$ cat src/rtl/csr_pkg.sv
// csr_pkg: shared definitions for the CSR pipeline unit.
//   CSR_OPCODE     : SYSTEM major opcode carrying Zicsr instructions.
//   F3_*           : funct3 encodings of the six Zicsr operations.
//   csr_op_e       : read-modify-write operation (funct3[1:0]).
//   PRIV_*         : privilege level encodings.
//   csr_stage_ctl_t: control part of an in-flight stage record {valid, we, addr}.
//                    The record's data field is XLEN-dependent and is appended
//                    by the user module.
package csr_pkg;

  localparam logic [6:0] CSR_OPCODE = 7'b1110011;

  localparam logic [2:0] F3_RW  = 3'b001;
  localparam logic [2:0] F3_RS  = 3'b010;
  localparam logic [2:0] F3_RC  = 3'b011;
  localparam logic [2:0] F3_RWI = 3'b101;
  localparam logic [2:0] F3_RSI = 3'b110;
  localparam logic [2:0] F3_RCI = 3'b111;

  localparam logic [1:0] PRIV_U = 2'd0;
  localparam logic [1:0] PRIV_S = 2'd1;
  localparam logic [1:0] PRIV_M = 2'd3;

  typedef enum logic [1:0] {
    CSR_OP_NONE = 2'b00,
    CSR_OP_RW   = 2'b01,
    CSR_OP_RS   = 2'b10,
    CSR_OP_RC   = 2'b11
  } csr_op_e;

  typedef struct packed {
    logic        valid;
    logic        we;
    logic [11:0] addr;
  } csr_stage_ctl_t;

endpackage

$ cat src/rtl/csr_rmw_alu.sv
// csr_rmw_alu: combinational CSR read-modify-write datapath.
//   op      in  : csr_op_e operation (RW / RS / RC).
//   old_val in  : current CSR value (possibly forwarded).
//   src_val in  : rs1 value or zero-extended immediate.
//   new_val out : value to be written back to the CSR.
module csr_rmw_alu
  import csr_pkg::*;
#(
  parameter int XLEN = 32
) (
  input  csr_op_e           op,
  input  logic [XLEN-1:0]   old_val,
  input  logic [XLEN-1:0]   src_val,
  output logic [XLEN-1:0]   new_val
);

  always_comb begin
    new_val = src_val;
    unique case (op)
      CSR_OP_RS: new_val = old_val | src_val;
      CSR_OP_RC: new_val = old_val & ~src_val;
      default:   new_val = src_val;
    endcase
  end

endmodule

$ cat src/rtl/csr_pipe_unit.sv
// csr_pipe_unit: EX-stage Zicsr handler with an in-flight write pipeline.
//   Decodes CSR instructions, reads the CSR file combinationally (raddr_o /
//   rdata_i), computes the read-modify-write value and carries the pending
//   write FWD_DEPTH stages down to the commit port (wb_*). Checks privilege
//   and read-only legality.
// Ports:
//   clk, rst (sync, active-high), stall_i, flush_i (flush beats stall)
//   inst_valid_i, inst_i, rs1_val_i, priv_i : EX instruction and context
//   raddr_o / rdata_i                        : CSR file read port
//   rd_we_o, rd_data_o, illegal_o            : registered one cycle after accept
//   wb_valid_o, wb_addr_o, wb_data_o         : CSR file commit request
//   hazard_stall_o                           : upstream must hold the instruction
// Configuration macro: CSR_FWD_EN -- when defined, in-flight writes are
//   bypassed to younger readers and hazard_stall_o is tied low; otherwise
//   a reader of an address with a pending write is held until it commits.
module csr_pipe_unit
  import csr_pkg::*;
#(
  parameter int XLEN      = 32,
  parameter int FWD_DEPTH = 3
) (
  input  logic              clk,
  input  logic              rst,
  input  logic              stall_i,
  input  logic              flush_i,
  input  logic              inst_valid_i,
  input  logic [31:0]       inst_i,
  input  logic [XLEN-1:0]   rs1_val_i,
  input  logic [1:0]        priv_i,
  output logic [11:0]       raddr_o,
  input  logic [XLEN-1:0]   rdata_i,
  output logic              rd_we_o,
  output logic [XLEN-1:0]   rd_data_o,
  output logic              illegal_o,
  output logic              wb_valid_o,
  output logic [11:0]       wb_addr_o,
  output logic [XLEN-1:0]   wb_data_o,
  output logic              hazard_stall_o
);

  typedef struct packed {
    csr_stage_ctl_t        ctl;
    logic [XLEN-1:0]       data;
  } csr_stage_t;

  logic [2:0]       funct3;
  logic [4:0]       zimm;
  logic [4:0]       rd_idx;
  logic             is_csr;
  csr_op_e          op;
  logic [XLEN-1:0]  src_val;
  logic [XLEN-1:0]  old_val;
  logic [XLEN-1:0]  new_val;
  logic             we_req;
  logic             rd_en;
  logic             illegal;
  logic             take;
  logic [FWD_DEPTH:1] hit;

  csr_stage_t       stage_pn [1:FWD_DEPTH];
  logic             rd_we_p1;
  logic             illegal_p1;
  logic [XLEN-1:0]  rd_data_p1;

  // ---- p0: decode, operand select, legality (combinational, EX) ----
  assign funct3  = inst_i[14:12];
  assign zimm    = inst_i[19:15];
  assign rd_idx  = inst_i[11:7];
  assign raddr_o = inst_i[31:20];
  assign is_csr  = (inst_i[6:0] == CSR_OPCODE) && (funct3[1:0] != 2'b00);
  assign op      = csr_op_e'(funct3[1:0]);
  assign src_val = funct3[2] ? {{(XLEN-5){1'b0}}, zimm} : rs1_val_i;

  // Set/clear with a zero source is a pure read and must not write.
  assign we_req  = (op == CSR_OP_RW) || (zimm != 5'd0);
  assign rd_en   = !((op == CSR_OP_RW) && (rd_idx == 5'd0));
  assign illegal = is_csr && ((we_req && (raddr_o[11:10] == 2'b11)) ||
                              (priv_i < raddr_o[9:8]));

  always_comb begin
    hit = '0;
    for (int k = 1; k <= FWD_DEPTH; k++) begin
      hit[k] = stage_pn[k].ctl.valid && stage_pn[k].ctl.we &&
               (stage_pn[k].ctl.addr == raddr_o);
    end
  end

`ifdef CSR_FWD_EN
  // Scan oldest to youngest so the youngest matching write wins.
  always_comb begin
    old_val = rdata_i;
    for (int k = FWD_DEPTH; k >= 1; k--) begin
      if (hit[k]) old_val = stage_pn[k].data;
    end
  end
  assign hazard_stall_o = 1'b0;
`else
  assign old_val        = rdata_i;
  assign hazard_stall_o = inst_valid_i && is_csr && (|hit);
`endif

  assign take = inst_valid_i && !stall_i && !hazard_stall_o && is_csr;

  csr_rmw_alu #(.XLEN(XLEN)) u_alu (
    .op      (op),
    .old_val (old_val),
    .src_val (src_val),
    .new_val (new_val)
  );

  // ---- p1..pFWD_DEPTH: in-flight write stages, rd result in p1 ----
  always_ff @(posedge clk) begin
    if (rst) begin
      for (int k = 1; k <= FWD_DEPTH; k++) stage_pn[k] <= '0;
      rd_we_p1   <= 1'b0;
      illegal_p1 <= 1'b0;
      rd_data_p1 <= '0;
    end else if (flush_i) begin
      for (int k = 1; k <= FWD_DEPTH; k++) stage_pn[k].ctl <= '0;
      rd_we_p1   <= 1'b0;
      illegal_p1 <= 1'b0;
    end else if (!stall_i) begin
      stage_pn[1].ctl.valid <= take;
      stage_pn[1].ctl.we    <= take && we_req && !illegal;
      stage_pn[1].ctl.addr  <= raddr_o;
      stage_pn[1].data      <= new_val;
      for (int k = 2; k <= FWD_DEPTH; k++) stage_pn[k] <= stage_pn[k-1];
      rd_we_p1   <= take && rd_en && !illegal;
      illegal_p1 <= take && illegal;
      if (take) rd_data_p1 <= old_val;
    end
  end

  // ---- commit port: last stage ----
  assign rd_we_o    = rd_we_p1;
  assign illegal_o  = illegal_p1;
  assign rd_data_o  = rd_data_p1;
  assign wb_valid_o = stage_pn[FWD_DEPTH].ctl.valid && stage_pn[FWD_DEPTH].ctl.we;
  assign wb_addr_o  = stage_pn[FWD_DEPTH].ctl.addr;
  assign wb_data_o  = stage_pn[FWD_DEPTH].data;

endmodule

$ cat config.mk
export PLATFORM = sky130hd
export DESIGN_NAME = csr_pipe_unit
export DESIGN_NICKNAME = d
export VERILOG_FILES = /design/src/rtl/csr_pkg.sv /design/src/rtl/csr_rmw_alu.sv /design/src/rtl/csr_pipe_unit.sv
export SDC_FILE = /design/constraint.sdc
export NUM_CORES = 1
export LEC_CHECK = 0
export CORE_MARGIN = 4
export CORE_UTILIZATION = 47
export CTS_BUF_LIST = sky130_fd_sc_hd__clkbuf_2
export CTS_CLUSTER_SIZE = 30
export DETAILED_ROUTE_END_ITERATION = 8
export GPL_TIMING_DRIVEN = 0
export PLACE_DENSITY = 0.89
export SETUP_SLACK_MARGIN = 0.1
export SLEW_MARGIN = 20
export SYNTH_ARGS = -nofsm -noshare
export SYNTH_HDL_FRONTEND = slang
export SYNTH_SLANG_ARGS = --single-unit
$ cat constraint.sdc
create_clock -name clk -period 5.8 [get_ports clk]
set_input_delay 1.16 -clock clk [delete_from_list [all_inputs] [get_ports clk]]
set_output_delay 1.16 -clock clk [all_outputs]
set_load 0.02 [all_outputs]
### After elaboration in Yosys (flattened, before gate mapping)

Memories as Yosys holds them, arrays and structs flattened.
Cells that the tools add are included.

| storage, ports and cells | value |
|---|---|
| bits in registers | 34 |
| RAM bits | 138 |
| output and inout bits | 92 |
| memories kept | 1 |

| cells by class | value |
|---|---|
| order comparisons | 1 |
| equal/unequal tests | 8 |
| multiplexer cells | 22 |
| bitwise logic cells | 16 |
| reduce and logical (&&, ||, !) cells | 32 |

Memories:

| name | words | width | read ports | clocked after memory_dff | wr ports | line | source |
|---|---|---|---|---|---|---|---|
| stage_pn | 3 | 46 | 3 | 0 | 3 | csr_pipe_unit.sv:60 | `csr_stage_t stage_pn [1:FWD_DEPTH];` |

Operators by type and width:

| operator | count |
|---|---|
| $mux W32 | 4 |
| $mux W14 | 5 |
| $pmux W32 S2 | 1 |
| $eq A12 B12 Y1 | 3 |
| $and A32 B32 Y32 | 1 |
| $not A32 Y32 | 1 |
| $or A32 B32 Y32 | 1 |
| $logic_and A1 B1 Y1 | 20 |
| $mux W12 | 1 |
| $mux W1 | 11 |
| $or A1 B1 Y1 | 11 |
| $eq A7 B7 Y1 const B | 1 |
| $eq A2 B2 Y1 const B | 3 |
| $logic_not A5 Y1 | 1 |
| $reduce_bool A5 Y1 | 1 |
| $logic_not A1 Y1 | 4 |
| $reduce_and A3 Y1 | 1 |
| $reduce_or A3 Y1 | 1 |
| $eq A2 B1 Y1 const B | 1 |
| $logic_or A1 B1 Y1 | 2 |
| $lt A2 B2 Y1 | 1 |
| $not A1 Y1 | 2 |
| $reduce_bool A2 Y1 | 1 |
| $reduce_or A2 Y1 | 1 |

### Longest topological paths before layout

An unclocked memory read counts as a cell.

| depth | value |
|---|---|
| depth after elaboration | 11 |
| gate-level depth with buffers | 8 |
| depth with buffers taken out | 6 |

### Modules after synthesis

From an unflattened synthesis, not the netlist that was laid out.

| second synthesis, totals | value |
|---|---|
| cell total of the unflattened synthesis | 679 |
| area, all modules | 8,349.3 µm² |

Modules (own cells, without submodules):

| module | times used | cells an instance | area an instance (µm²) |
|---|---|---|---|
| csr_pipe_unit | 1 | 606 | 7,840.0 |
| csr_rmw_alu | 1 | 73 | 509.2 |

### Worst setup path after synthesis

Ideal clock, no wire load.

| path | value |
|---|---|
| path type | input to register |
| from | input stall_i |
| to | register stage_pn[0][100] (netlist name) |
| library setup time | 571 ps |
| arrival | 5,606 ps |
| setup slack | -377 ps |
| cell stages on the path | 1 |
| cell sequence | o21bai_1 |

RTL lines:

| element | line | source |
|---|---|---|
| start: declaration | csr_pipe_unit.sv:24 | `input logic stall_i,` |

### Final worst setup path

| path | value |
|---|---|
| from | input inst_i[31] |
| to | output hazard_stall_o |

| between the ends | value |
|---|---|
| word-level cells in the longest chain between the ends | 4 |
| elaborated cells between the ends (all ways) | 8 |
| those cells by class | eq/ne (3); reduce/logical (5) |

RTL lines:

| element | line | source |
|---|---|---|
| start: declaration | csr_pipe_unit.sv:27 | `input logic [31:0] inst_i,` |
| $eq A12 B12 Y1 | csr_pipe_unit.sv:84 | `(stage_pn[k].ctl.addr == raddr_o);` |
| $logic_and A1 B1 Y1 | csr_pipe_unit.sv:83 | `hit[k] = stage_pn[k].ctl.valid && stage_pn[k].ctl.we &&` |
| $reduce_or A3 Y1 (*) | csr_pipe_unit.sv:99 | `assign hazard_stall_o = inst_valid_i && is_csr && (\|hit);` |
| $logic_and A1 B1 Y1 (*) | csr_pipe_unit.sv:99 |  |
| end: declaration | csr_pipe_unit.sv:38 | `output logic hazard_stall_o` |

Mark *: on every way between the ends. The rest lies on a longest branch, timed or not.

==> flow_summary.toml <==
[clock_network]
cts.path.max_buffers = 2
numCtsBuffers = 17
post_cts_buffers = 0
htree_levels = 4
hold_buffers = 0
cts_tree = "yes"
ctsResizeCount = 0
root_buffer = "clkbuf_2"
cts_sinks = 172
clk_latency_ns = 0.75
cts.clk_slew.worst_paths_ns = 0.25

[drt]
drc = 0
drtAntennaViolNets = 0
wl_per_cell_um = 16.7
num_vias = 5600
routed_wl_um = 19100
viasPerCell = 4.91
drt_iter0_markers = 401
drt-pass1-iter-count = 5

[sta]
slew-limit-headroom = 0.629
hold_viol = 0
fmax_ghz = 0.208
fin_hold_ws_ns = 0.486
fin_crit_ns = 4.81
tightest_slew_ns = 0.557
setup_ws_ns = 0.986
setup_viol = 0
skew_ns = 0.0296
tns_ns = 0
rsz0062_at_grt = "false"
finalCritPeriodShare = 0.830
drv_slew = 0

[pwr]
net-switching-power_uw = 617
ir_worst_vdd_mv = 0.113
power.density_mw_per_mm2 = 227
power_frac_comb = 0.139
switching_share = 0.252
p_int_mw = 1.83
leakage_nw = 4.00
p_clk_frac = 0.284
seqPwrFrac = 0.577

[synthesis]
synth_area_leader_cell = "edfxtp_1"
synth_top_area_frac = 0.506
synth_area_leaders = "edfxtp_1 (51%), dfxtp_1 (8.3%), and2_1 (8.0%)"
synthCells = 685
syn_nets = 789
synth_area_sq_mm = 0.00820
synth-seq-cells = 172
yosysSeqAreaShare = 0.589
synthDistinctLibCells = 39
ys_warn_count = 0
avgSynthCellArea_sq_um = 12.0

[min_path]
hold_class = "reg -> reg"

[finish]
areaGrowthSynthToFinish_pct = 31.8
fin_nets = 1005
drive_above_1_share = 0.111
final_cells = 1141
fillCellCount = 1361
final_common_cell = "clkdlybuf4s50_1"
final_cell_mix = "clkdlybuf4s50_1 (192), edfxtp_1 (138), and2_1 (105)"

[global_routing]
grt_overflow = 0
grt_pass1_wl_um = 30100
grt_pass1_vias = 5743
antenna_found_initial = 2
grt_max_degree = 36
track_usage = 0.196

[critical_path]
crit_fanout = 6
criticalPathCategory = "in -> out"
startpoint_type = "input pin"
cp-end-kind = "output pin"
worstPathRequired_ns = 4.64
crit_arrival_ns = 3.65

[floorplanning]
start_util = 0.477
row_count = 48
io-pin-count = 195
die_w_um = 140
dieHeight_um = 140
die_area_sq_mm = 0.0196
core_area_sq_mm = 0.0172

[placement]
dp_slack_ns = 1.00
dp_hpwl_um = 14700
placed_cells = 1107
portBuffers = 192
place_congestion = 0.873

[run]
cap_violations = 0

[status]
outcome = "finished, final reports clean"
[power groups by stage]
stage	Combinational (mW)	Clock [mW]	Sequential, mW
3_3_place_gp	0.323	0	1.44
4_1_cts	0.342	0.709	1.41
3_5_place_dp	0.341	0	1.44
5_1_grt	0.365	0.764	1.42
2_1_floorplan	0.169	0	1.44
6_report	0.340	0.696	1.41
[worst max-delay path, stage by stage]
cell             delay [ns]
clkdlybuf4s50_1        0.72
xnor2_1                0.18
nand3_1                0.15
or4_1                  0.61
a31oi_1                0.19
clkdlybuf4s50_1        0.64
[metal layers]
layer  track usage  up-vias  share of wire
li1              -     2748              -
met1         0.247     2601           0.41
met2         0.311      207           0.48
met3        0.0652       44          0.079
met4        0.0816        0          0.031
met5             0        -              0
[sequential cells by signal (all words and copies together), names as in the netlist]
| signal | count |
|---|---|
| rd_data_o | 32 |
| illegal_o | 1 |
| rd_we_o | 1 |
| stage_pn | 138 |
[per-stage QoR]
| stage | utilization | power (mW) | instance area [sq um] |
|---|---|---|---|
| global route | 0.629 | 2.55 | 10800 |
| global placement | 0.606 | 1.76 | 10400 |
| finish | 0.629 | 2.45 | 10800 |
| CTS | 0.629 | 2.46 | 10800 |
| floorplan | - | 1.61 | 8200 |
| detailed placement | 0.613 | 1.78 | 10500 |
[cells in the mapped netlist (all sizes together)]
master / count
o211ai: 27
dfxtp: 34
clkbuf: 34
nor4: 1
nor2b: 1
inv: 30
nand2: 4
nor3: 2
o21bai: 1
nand4: 9
or3: 28
mux2i: 37
nand2b: 64
o2111ai: 1
and4bb: 1
nor2: 16
and2: 106
nand3: 6
nor3b: 1
a31oi: 7
ha: 1
o21ai: 2
a21oi: 27
o31a: 1
and4: 1
or2b: 1
o311a: 1
edfxtp: 138
o31ai: 1
or2: 1
or4: 4
xnor2: 36
buf: 61
[kinds of logic (layout without fill, tap and decap cells)]
group,count (synthesis),after routing,share of synthesized area
AND/OR/NAND/NOR,246,246,0.183
multiplexers,37,37,0.0452
other,0,2,0
AO/OA/AOI/OAI,68,68,0.0530
flip-flops,172,172,0.589
XOR/XNOR,36,36,0.0385
adder cells (fa/ha/maj),1,1,0.00153
buffers and inverters,125,354,0.0898
[worst paths after layout]
| check | startpoint | end | slack (ns) | depth (start not counted) |
|---|---|---|---|---|
| worst max-delay path | inst_i[31] | hazard_stall_o | 0.99 | 6 |
| worst min-delay path | rd_we_o | rd_we_o | 0.49 | 2 |
| worst max register to register | stage_pn[0][129] | rd_data_o[18] | 3.67 | 7 |
| worst min register to register | rd_we_o | rd_we_o | 0.49 | 2 |
[area by class of cell]
type                            count  area [sq um]  share of cell area
Timing Repair Buffer              197          2040               0.189
Sequential cell                   172          4820               0.447
Multi-Input combinational cell    388          2650               0.245
Clock buffer                       18          90.1             0.00834
Antenna cell                        2          5.00            0.000463
Clock inverter                     14           184              0.0170
Inverter                           30           113              0.0104
Buffer                             95           623              0.0577
Tap cell                          225           282              0.0261
(Power assumes the default switching activity.)
